<file path="src/rtl/gemm_tile_sequencer.sv">
// gemm_tile_sequencer: splits an MxK by KxN GEMM job into TILE_K x TILE_N tiles, N-outer K-inner
module gemm_tile_sequencer #(
    parameter int DIM_W  = 12,
    parameter int TILE_K = 16,
    parameter int TILE_N = 16
) (
    input  logic             clk,
    input  logic             rst,
    input  logic             cmd_valid,
    output logic             cmd_ready,
    input  logic [DIM_W-1:0] cmd_m,
    input  logic [DIM_W-1:0] cmd_n,
    input  logic [DIM_W-1:0] cmd_k,
    output logic             tile_valid,
    input  logic             tile_ready,
    output logic [4:0]       ksize,
    output logic [4:0]       nsize,
    output logic [DIM_W-1:0] msize,
    output logic [DIM_W-1:0] k_base,
    output logic [DIM_W-1:0] n_base,
    output logic             first_k,
    output logic             last_k,
    output logic             busy,
    output logic             done,
    output logic             err
);
    typedef enum logic [1:0] {IDLE, ISSUE, DONE} state_t;
    localparam logic [DIM_W:0] LP_TK = (DIM_W+1)'(TILE_K);
    localparam logic [DIM_W:0] LP_TN = (DIM_W+1)'(TILE_N);
    state_t           r_state;
    logic [DIM_W-1:0] r_m, r_n, r_k, r_kb, r_nb;
    logic             r_err;
    logic             w_issue, w_lk, w_ln;
    logic [4:0]       w_krem, w_nrem;
    // last-tile tests in DIM_W+1 bits so base + tile extent cannot wrap
    always_comb begin
        w_issue = r_state == ISSUE;
        w_lk    = ({1'b0, r_kb} + LP_TK) >= {1'b0, r_k};
        w_ln    = ({1'b0, r_nb} + LP_TN) >= {1'b0, r_n};
        w_krem  = 5'(r_k - r_kb);
        w_nrem  = 5'(r_n - r_nb);
    end
    // tile descriptor from registers only, zeroed outside ISSUE
    always_comb begin
        cmd_ready  = r_state == IDLE;
        busy       = r_state != IDLE;
        done       = r_state == DONE;
        err        = r_err;
        tile_valid = w_issue;
        ksize      = w_issue ? (w_lk ? w_krem : 5'(TILE_K)) : 5'd0;
        nsize      = w_issue ? (w_ln ? w_nrem : 5'(TILE_N)) : 5'd0;
        msize      = w_issue ? r_m : '0;
        k_base     = w_issue ? r_kb : '0;
        n_base     = w_issue ? r_nb : '0;
        first_k    = w_issue && (r_kb == '0);
        last_k     = w_issue && w_lk;
    end
    // job acceptance, tile stepping and done/err sequencing
    always_ff @(posedge clk or posedge rst) begin
        if (rst) begin
            r_state <= IDLE;
            r_m     <= '0;
            r_n     <= '0;
            r_k     <= '0;
            r_kb    <= '0;
            r_nb    <= '0;
            r_err   <= 1'b0;
        end else begin
            r_err <= 1'b0;
            case (r_state)
                IDLE: if (cmd_valid) begin
                    if (cmd_m == '0 || cmd_n == '0 || cmd_k == '0) r_err <= 1'b1;
                    else begin
                        r_m     <= cmd_m;
                        r_n     <= cmd_n;
                        r_k     <= cmd_k;
                        r_kb    <= '0;
                        r_nb    <= '0;
                        r_state <= ISSUE;
                    end
                end
                ISSUE: if (tile_ready) begin
                    if (w_lk && w_ln) r_state <= DONE;
                    else if (w_lk) begin
                        r_kb <= '0;
                        r_nb <= r_nb + DIM_W'(TILE_N);
                    end else r_kb <= r_kb + DIM_W'(TILE_K);
                end
                default: r_state <= IDLE;
            endcase
        end
    end
endmodule

</file>
<file path="config.mk">
export PLATFORM = sky130hd
export DESIGN_NAME = gemm_tile_sequencer
export DESIGN_NICKNAME = d
export VERILOG_FILES = /design/src/rtl/gemm_tile_sequencer.sv
export SDC_FILE = /design/constraint.sdc
export NUM_CORES = 1
export LEC_CHECK = 0
export ABC_AREA = 1
export CAP_MARGIN = 15
export CORE_ASPECT_RATIO = 1.2
export CORE_UTILIZATION = 55
export DETAILED_ROUTE_END_ITERATION = 12
export DONT_BUFFER_PORTS = 1
export GPL_TIMING_DRIVEN = 0
export HOLD_SLACK_MARGIN = 0.03
export PLACE_DENSITY = 0.81
export SLEW_MARGIN = 10
export SYNTH_ARGS = -nofsm -noshare
export SYNTH_HDL_FRONTEND = slang
export SYNTH_SLANG_ARGS = --single-unit
</file>
<file path="constraint.sdc">
create_clock -name clk -period 4.01 [get_ports clk]
set_input_delay 0.401 -clock clk [delete_from_list [all_inputs] [get_ports clk]]
set_output_delay 0.401 -clock clk [all_outputs]
set_load 0.02 [all_outputs]
</file>
==> impl_metrics.yaml <==
detailed_routing:
  via_count: 2951
  post_drt_wl_per_cell_um: 12.73
  drt_pass1_iterations: 5
  drt_drc_violations_left: 0
  ant_nets: 0
  routed_wirelength_um: 7687
  drt_iter0_markers: 114
  drt-vias-per-instance: 4.886
floorplan:
  start_util_pct: 58.49
  die_h_um: 90.72
  top_level_ports: 93
  die_w_um: 75.93
  placement_rows: 31
  core_area_mm2: 0.006167
  die-area_mm2: 0.006888
timing:
  finalHoldViolCount: 0
  fin_worst_skew_ps: 14.51
  final_slew_violations: 0
  finalSetupViolCount: 0
  grt_setup_unrepaired: "false"
  final.period_utilization_pct: 83.10
  setup_total_negative_slack_ps: 0
  worst_slew_margin_rel_pct: 49.69
  worst_slew_pin_slew_ps: 746.7
  fmaxAchievable_mhz: 300.1
  period_needed_ps: 3332
synth:
  post_synth_inst_count: 502
  synth.largest_area_cell: "sky130_fd_sc_hd__dfrtp_1"
  yosys.cell_types.count: 34
  synth.yosys.seq_area_share_pct: 38.15
  most_repeated_cell_in_the_gate_level_netlist_after_synthesis: "sky130_fd_sc_hd__nor2_1"
  yosys_most_used_dff: "sky130_fd_sc_hd__dfrtp_1"
  yosys_register_bits: 55
  yosys-top-cells-count: "sky130_fd_sc_hd__nor2_1 (114), sky130_fd_sc_hd__inv_1 (89), sky130_fd_sc_hd__nand2_1 (86), sky130_fd_sc_hd__dfrtp_1 (55), sky130_fd_sc_hd__a21oi_1 (31)"
  synth_edf_count: 0
  synthesis.area_mm2: 0.003607
  synth_async_sr_flop_share_pct: 100.0
  top_area_cell_type_share_of_the_netlist_area_pct: 38.15
  top_post_synthesis_cells_by_area: "sky130_fd_sc_hd__dfrtp_1 (38%), sky130_fd_sc_hd__nor2_1 (12%), sky130_fd_sc_hd__inv_1 (9.3%), sky130_fd_sc_hd__nand2_1 (8.9%), sky130_fd_sc_hd__ha_1 (8.0%)"
  ys.warnings.count: 0
  synthesis.area_per_instance_um2: 7.186
finish:
  final_layout_size_suffix_gt1_share_pct: 9.004
  fillerInstances: 544
  n_antenna_cell: 0
  sequential_cell_area_mm2: 0.001376
  area_growth_syn_to_layout_pct: 7.076
  finish.net_count: 584
  multi_input_area_mm2: 0.001774
  layoutNonFillerInstCount: 604
worst_setup_path:
  timing.critical_path.from: "r_nb[4]"
  crit_arrival_ps: 2930
  worst_setup_path_start_kind: "flop"
  timing.rr.start: "r_nb[4]"
  worst-setup-path-type: "flop to output port"
  data_required_time_of_the_worst_path_ps: 3610
  crit_path_end_kind: "output port"
  worstPathMaxFanout: 5
clock_network:
  cts_clock_pin_slew_for_the_worst_setup_and_hold_paths_ps: 100
  cts_root_buf: "sky130_fd_sc_hd__clkbuf_8"
  cts_made_buffers: 5
  clockBufferDepth: 2
  htree_levels: 2
  tritoncts: "done"
  tritoncts_num_sinks: 55
  clk-insertion-delay-late_ps: 310
placement:
  hpwlAfterDp_um: 6110
  post-place-cells: 595
  place_congestion: 0.8192
  number_of_buffers_added_on_ports: 0
flow_run:
  maxCapViolations: 0
grt:
  globalRouteOverflowTotal: 0
  antenna_found_initial: 0
  global_route_wire_length_before_repair_um: 13150
  grt_pass1_vias: 2894
  grt_use_total_pct: 23.97
  grt_start_max_net_pins: 34
power_and_ir_drop:
  max-vdd-ir-drop_mv: 0.2159
  power.leakage_nw: 2.180
  total_power_mw: 1.130
  power_per_cell_area_mw_per_mm2: 292.6
outcome:
  run_status: "finished, final reports clean"
hold_path:
  holdCritStartpoint: "cmd_n[2]"
  min_path_type: "primary input to flop"
## cells in the final DEF, fill, tap and decap left out, drive strengths merged
master       netlist  layout
a21o               1       1
a21oi             31      31
buf               20      21
clkbuf             3       9
clkinv             1       2
clkinvlp           0       1
conb               2      12
dfrtp             55      55
dlygate4sd3        0       1
ha                23      23
inv               90      90
nand2             93      93
nand3             19      19
nand3b             1       1
nand4             12      12
nor2             117     117
nor3               4       4
o211ai             1       1
o21a               1       1
o21ai             13      13
o21bai             1       1
or2                2       2
xnor2              2       2
xor2              10      10
## per-stage QoR
| stage | utilization, % | worst slack [ps] | cell area (um^2) | hold slack [ps] |
|---|---|---|---|---|
| 5_1_grt | 62.63 | 404.5 | 3862 | 225.2 |
| 3_3_place_gp | 60.76 | 1106 | 3747 | 460.0 |
| 2_1_floorplan | - | 1343 | 3645 | 441.9 |
| 3_5_place_dp | 61.09 | 1031 | 3767 | 361.5 |
| 6_report | 62.63 | 677.7 | 3862 | 214.7 |
| 4_1_cts | 62.63 | 664.5 | 3862 | 206.8 |
## path summary, 6_finish.rpt
kind                       endpoint  slack, ps  cells after the start
setup / recovery           nsize[4]        680                     13
hold / removal               r_n[2]        210                      2
setup reg to reg            r_nb[6]       1280                     16
hold reg to reg            r_kb[11]        480                      2
max in group asynchronous    r_m[5]       2870                      3
min in group asynchronous    r_k[4]        580                      2
## worst max-delay path, stage by stage (launching register included)
cell                      delay (ps)
sky130_fd_sc_hd__dfrtp_1         440
sky130_fd_sc_hd__ha_1            190
sky130_fd_sc_hd__nand2_1          60
sky130_fd_sc_hd__inv_1           110
sky130_fd_sc_hd__nand2_2          80
sky130_fd_sc_hd__nor2_1          120
sky130_fd_sc_hd__xor2_1          240
sky130_fd_sc_hd__inv_1            80
sky130_fd_sc_hd__ha_1            300
sky130_fd_sc_hd__a21oi_1         160
sky130_fd_sc_hd__nor2_1           50
sky130_fd_sc_hd__nor3_1          210
sky130_fd_sc_hd__nand2_2         160
sky130_fd_sc_hd__a21oi_1         430
## kinds of logic (layout without fill, tap and decap cells)
| group | Yosys count | after routing | synth area share (%) |
|---|---|---|---|
| adder cells (fa/ha/maj) | 23 | 23 | 7.978 |
| XOR/XNOR | 12 | 12 | 2.914 |
| buffers and inverters | 114 | 124 | 13.70 |
| flip-flops | 55 | 55 | 38.15 |
| other | 2 | 12 | 0.2082 |
| AND/OR/NAND/NOR | 248 | 248 | 30.11 |
| AO/OA/AOI/OAI | 48 | 48 | 6.937 |
## report_power, final
part           switching, mW  internal (mW)  leakage [nW]
registers             0.0215          0.574         0.626
logic                  0.151         0.0762          1.51
clock network          0.184          0.123        0.0412
total                  0.357          0.773          2.18
## flip-flops by register name (all words and copies together), names as in the netlist
name	flops
r_nb	8
r_kb	8
r_m	12
err	1
r_n	12
r_state	2
r_k	12
## layer usage
metal / wire, um / track usage, % / vias to the layer above
met2: 3797 / 42.12 / 81
met1: 3350 / 29.27 / 1326
li1: - / - / 1539
met5: 0 / 0 / -
met4: 80 / 6.571 / 0
met3: 459 / 5.657 / 5
## repair_timing
item                      in CTS  in global routing
hold buffers                   1                  0
hold endpoints to repair      21                  0
buffers inserted               0                  0
resized for setup              0                  0
## area by class of cell
| cell class | count | share of cell area [%] |
|---|---|---|
| inverters | 91 | 8.876 |
| flip-flops and latches | 55 | 35.63 |
| well taps | 82 | 2.656 |
| repair buffers | 2 | 0.7775 |
| clock buffers | 6 | 1.879 |
| plain buffers | 23 | 3.920 |
| clock inverters | 2 | 0.3239 |
| multi-input cells | 343 | 45.93 |
(Power assumes the default switching activity.)
